[src/rtl/rdcla_pkg.sv]
// Shared types and helpers for the recursive-doubling carry-lookahead adder.
// Carry status encoding, the doubling combine operator and latency helper.
package rdcla_pkg;

    typedef enum logic [1:0] {
        KPG_K = 2'b00,
        KPG_P = 2'b01,
        KPG_G = 2'b11
    } kpg_t;

    localparam int DEF_WIDTH = 32;
    localparam int DEF_TAG_W = 4;

    function automatic int latency_f(input int width);
        return $clog2(width) + 2;
    endfunction

    function automatic kpg_t kpg_status_f(input logic a_bit, input logic b_bit);
        if (a_bit && b_bit) begin
            return KPG_G;
        end else if (a_bit || b_bit) begin
            return KPG_P;
        end
        return KPG_K;
    endfunction

    function automatic kpg_t kpg_combine_f(input kpg_t cur, input kpg_t prev);
        return (cur == KPG_P) ? prev : cur;
    endfunction

endpackage

[src/rtl/rdcla_pipe_kpg_cell.sv]
// One doubling node: a propagating position inherits the status of the
// position 2^(s-1) below it, otherwise it keeps its own.
module kpg_cell
    import rdcla_pkg::*;
(
    input  kpg_t cur_i,
    input  kpg_t prev_i,
    output kpg_t res_o
);

    assign res_o = kpg_combine_f(cur_i, prev_i);

endmodule

[src/rtl/rdcla_pipe.sv]
// Pipelined recursive-doubling carry-lookahead adder/subtractor with
// valid/ready flow control, whole-pipeline stall and a sideband tag.
module rdcla_pipe
    import rdcla_pkg::*;
#(
    parameter int WIDTH = DEF_WIDTH,
    parameter int LOG2W = $clog2(WIDTH),
    parameter int TAG_W = DEF_TAG_W
) (
    input  logic             clk,
    input  logic             rst_n,
    input  logic             in_valid,
    output logic             in_ready,
    input  logic [WIDTH-1:0] a,
    input  logic [WIDTH-1:0] b,
    input  logic             cin,
    input  logic             sub,
    input  logic [TAG_W-1:0] tag,
    output logic             out_valid,
    input  logic             out_ready,
    output logic [WIDTH-1:0] sum,
    output logic             cout,
    output logic             ovf,
    output logic [TAG_W-1:0] out_tag
);

    logic             adv;
    logic [WIDTH-1:0] b_e;
    logic             c_e;
    logic [WIDTH:0]   carry;

    kpg_t             st_q  [LOG2W+1][WIDTH+1];
    kpg_t             st_d  [LOG2W+1][WIDTH+1];
    logic [WIDTH-1:0] a_q   [LOG2W+1];
    logic [WIDTH-1:0] be_q  [LOG2W+1];
    logic [TAG_W-1:0] tag_q [LOG2W+1];
    logic [LOG2W:0]   vld_q;

    logic             out_valid_q;
    logic [WIDTH-1:0] sum_q;
    logic             cout_q;
    logic             ovf_q;
    logic [TAG_W-1:0] out_tag_q;

    assign adv      = !out_valid_q || out_ready;
    assign in_ready = adv;
    assign b_e      = sub ? ~b : b;
    assign c_e      = sub ? ~cin : cin;

    assign st_d[0][0] = c_e ? KPG_G : KPG_K;
    for (genvar i = 1; i <= WIDTH; i++) begin : g_status
        assign st_d[0][i] = kpg_status_f(a[i-1], b_e[i-1]);
    end

    for (genvar s = 1; s <= LOG2W; s++) begin : g_stage
        for (genvar i = 0; i <= WIDTH; i++) begin : g_pos
            if (i >= (1 << (s - 1))) begin : g_cmb
                kpg_cell u_cell (
                    .cur_i  (st_q[s-1][i]),
                    .prev_i (st_q[s-1][i-(1 << (s - 1))]),
                    .res_o  (st_d[s][i])
                );
            end else begin : g_pass
                assign st_d[s][i] = st_q[s-1][i];
            end
        end
    end

    for (genvar i = 0; i < WIDTH; i++) begin : g_carry
        assign carry[i] = (st_q[LOG2W][i] == KPG_G);
    end
    // The MSB position's doubling span stops at bit 1, one short of the
    // carry-in slot, so an all-propagate word is resolved against position 0.
    assign carry[WIDTH] = (kpg_combine_f(st_q[LOG2W][WIDTH], st_q[LOG2W][0]) == KPG_G);

    always_ff @(posedge clk) begin
        if (!rst_n) begin
            for (int s = 0; s <= LOG2W; s++) begin
                for (int i = 0; i <= WIDTH; i++) begin
                    st_q[s][i] <= KPG_K;
                end
                a_q[s]   <= '0;
                be_q[s]  <= '0;
                tag_q[s] <= '0;
            end
            vld_q       <= '0;
            out_valid_q <= 1'b0;
            sum_q       <= '0;
            cout_q      <= 1'b0;
            ovf_q       <= 1'b0;
            out_tag_q   <= '0;
        end else if (adv) begin
            vld_q <= {vld_q[LOG2W-1:0], in_valid};
            if (in_valid) begin
                for (int i = 0; i <= WIDTH; i++) begin
                    st_q[0][i] <= st_d[0][i];
                end
                a_q[0]   <= a;
                be_q[0]  <= b_e;
                tag_q[0] <= tag;
            end
            for (int s = 1; s <= LOG2W; s++) begin
                for (int i = 0; i <= WIDTH; i++) begin
                    st_q[s][i] <= st_d[s][i];
                end
                a_q[s]   <= a_q[s-1];
                be_q[s]  <= be_q[s-1];
                tag_q[s] <= tag_q[s-1];
            end
            out_valid_q <= vld_q[LOG2W];
            if (vld_q[LOG2W]) begin
                sum_q     <= a_q[LOG2W] ^ be_q[LOG2W] ^ carry[WIDTH-1:0];
                cout_q    <= carry[WIDTH];
                ovf_q     <= carry[WIDTH] ^ carry[WIDTH-1];
                out_tag_q <= tag_q[LOG2W];
            end
        end
    end

    assign out_valid = out_valid_q;
    assign sum       = sum_q;
    assign cout      = cout_q;
    assign ovf       = ovf_q;
    assign out_tag   = out_tag_q;

endmodule
[config.mk]
export PLATFORM = sky130hd
export DESIGN_NAME = rdcla_pipe
export DESIGN_NICKNAME = d
export VERILOG_FILES = /design/src/rtl/rdcla_pkg.sv /design/src/rtl/rdcla_pipe_kpg_cell.sv /design/src/rtl/rdcla_pipe.sv
export SDC_FILE = /design/constraint.sdc
export NUM_CORES = 1
export LEC_CHECK = 0
export BUFFER_PORTS_ARGS = -buffer_cell sky130_fd_sc_hd__buf_4
export CAP_MARGIN = 40
export CORE_ASPECT_RATIO = 2
export CORE_UTILIZATION = 40
export CTS_BUF_LIST = sky130_fd_sc_hd__clkbuf_8 sky130_fd_sc_hd__clkbuf_16
export DETAILED_ROUTE_END_ITERATION = 10
export GPL_TIMING_DRIVEN = 0
export PLACE_DENSITY = 0.6
export SLEW_MARGIN = 20
export SYNTH_ARGS = -nofsm -noshare
export SYNTH_HDL_FRONTEND = slang
export SYNTH_SLANG_ARGS = --single-unit
[constraint.sdc]
create_clock -name clk -period 25.5 [get_ports clk]
set_input_delay 5.1 -clock clk [delete_from_list [all_inputs] [get_ports clk]]
set_output_delay 5.1 -clock clk [all_outputs]
set_load 0.1 [all_outputs]
==> metrics <==
status completed; DRT Pass-1 Iters 7; sequential share of the synthesized area 76.0%; RSZ-0062 raised after global routing false; Tot GR Track Use 19.0%; initial antenna violation count 0; Setup Viol. Count Final 0; Clk pwr share 39.2%; max-cap viol count 0; Core Area 81100 sq um; largest net degree at the start of global routing 66; logic gate share of total power 3.5%; via count 18.0k; Critical Path AT 6.41 ns; Tcrit/Tclk final 45.1%; synth unique cells 23; std cell rows 148; diode count 0; DP Area 35200 sq um; Req. time, crit path ~20 ns; Post-Syn Nets 2372; Worst Setup End Kind output port; relative slew slack 48.8%; CTS Hold Buffers Added 0; Hold Startpoint vld_q[0]$_SDFFE_PN0P_; Avg Cell Area, Syn around 14 sq um; Hold WS ~0.46 ns; critical path class in -> out; WL final just under 80000 um; DRC 0; CP max FO 10; fmax 86.9 MHz; switching share of power about a fifth; pre-CTS setup slack 13.97 ns; post-synthesis register bit count 843; P_int approximately 0.0022 W; Die X 204 um; area growth from synthesis to layout 14.7%; CTS tree yes; clock sinks 843; Worst Hold Class reg -> reg; DRT iter0 DRCs ~1.2k; DR vias/cell 5.00; CP startpoint out_ready; Layout Nets 2572; Die Area 83000 sq um; Die Ht 406 um; count of input and output buffers approximately 110; Critical Path Start Type primary input; clock latency on the worst-skew pair ~0.63 ns; fin. max-slew vios 0; gpl congestion 1.04; Post-Synthesis Cells 2298; initial core utilization ~40%; Placed Cells about 3.5k; PwrDens 73.0 nW/um^2; H-Tree Level Count 3; CTS clock-pin slew for the worst setup and hold paths 0.07 ns; Final Hold Viols 0; mean routed wirelength per cell about 21 um; clock buffer depth 3; clk root buf clkbuf_16; Flop pwr share 57.3%; postcts setup bufs 0; final setup TNS 0 ns; R2R Path Start out_valid$_SDFFE_PN0P_; Peak VDD IR 54.5 uV; clock buffer count from CTS 71; CP max-delay cell buf_4; Post-CTS Resized 0; final instance area roughly 38000 sq um; Non-Filler Instances 3600; share of post-route cells with drive strength above 1 11.5%; GRT Residual Overflow 0; Ys Warns 0; CP max stage delay 0.35 ns; Final ANT Viol Nets 0; switching power roughly 0.00057 W; global-route wire length before repair 114000 um; synthesized area 32700 sq um; post-layout min period between 10 and 15 ns; vias in the first global route 18.4k; I/O pin total 114; Leakage around 16 nW; post-route setup slack around 14 ns; Max Clock Skew 0.0169 ns; Fill cells 7163; CP Cell Sequence buf_4 -> nor2b_4 -> inv_2 -> buf_2 -> buf_2 -> buf_4; slew of the pin with the lowest slew margin between 0.7 and 0.8 ns; DPL Wire Length 60700 um
[metal layers]
metal / GRT usage, % / up-vias / share of wire, %
li1: - / 8838 / -
met4: 15.8 / 0 / 9.0
met3: 2.79 / 173 / 3.1
met1: 17.7 / 8537 / 34
met2: 35.7 / 440 / 54
met5: 0 / - / 0
[sequential cells by signal (all words and copies together), names as in the netlist]
register / count
ovf: 1
st_q: 390
out_tag: 4
cout: 1
a_q: 192
sum: 32
vld_q: 6
tag_q: 24
out_valid: 1
be_q: 192
[area by class of cell]
class	instances	area, sq um	share of cell area (%)
Sequential cell	843	24900	66.3
Timing Repair Buffer	127	1210	3.22
Buffer	146	637	1.70
Tap cell	1050	1310	3.50
Clock buffer	73	1820	4.84
Inverter	3	11.3	0.0300
Multi-Input combinational cell	1306	7200	19.2
Clock inverter	52	468	1.25
[power groups by stage]
stage | combinational, W | clock [W] | sequential (W)
after CTS | 0.0000974 | 0.00109 | 0.00157
after floorplan | 0.0000536 | 0 | 0.00159
after detailed placement | 0.0000971 | 0 | 0.00160
final | 0.0000971 | 0.00107 | 0.00157
after global routing | 0.000105 | 0.00114 | 0.00157
after global placement | 0.0000938 | 0 | 0.00160
[cell families after synthesis]
| kind of cell | count (synthesis) | share of synthesized area (%) |
|---|---|---|
| AOI/OAI and AO/OA | 320 | 5.27 |
| xor gates and xnor gates | 98 | 2.63 |
| buffers and inverters | 149 | 1.98 |
| DFF | 843 | 76.0 |
| and+or+nand+nor | 888 | 14.1 |
[placed cells by master (no fill, tap or decap), drive strengths merged, types with 25 or more instances in the layout]
cell	instances
a21oi	147
and2	68
and3	430
buf	185
clkbuf	161
dfxtp	45
edfxtp	798
inv	25
nand2	47
nor2	334
o21ai	140
o2bb2ai	31
xnor2	65
xor2	33
[through the flow]
| stage | power, W | util [%] |
|---|---|---|
| 3_3_place_gp | 0.00169 | 43.0 |
| 3_5_place_dp | 0.00170 | 43.4 |
| 5_1_grt | 0.00282 | 46.3 |
| 2_1_floorplan | 0.00164 | - |
| 4_1_cts | 0.00276 | 46.2 |
| 6_report | 0.00274 | 46.3 |
[critical path: cells and delay by family]
family	cells	cell delay, ns
buf+inv	5	1.25
simple gates	1	0.05
[synthesized netlist by cell type]
cell       instances  area, sq um
o22ai_1            1         6.26
buf_4              4         30.0
nor2_1           334         1250
nand3_1            6         30.0
xor2_1            33          289
and3_1           430         2690
nor2b_4            1         13.8
a211oi_1           1         7.51
buf_6              1         11.3
o21ai_0          140          701
and2_1            68          425
xnor2_1           65          569
clkbuf_1          88          330
edfxtp_1         798        24000
a21oi_1          147          736
buf_2             53          265
dfxtp_1           45          901
nand2_1           47          176
o2bb2ai_1         31          272
nand3_2            1         10.0
inv_1              2         7.51
or3_1              1         6.26
inv_2              1         3.75
[final timing paths]
path	cells after the start	slack (ns)	end
worst min register to register	2	0.46	vld_q[0]$_SDFFE_PN0P_
worst min-delay path	2	0.46	vld_q[0]$_SDFFE_PN0P_
worst max register to register	7	22.62	a_q[0][69]$_SDFFCE_PN0P_
worst max-delay path	6	13.99	in_ready
Note: power is estimated with default switching activity, not from simulation.
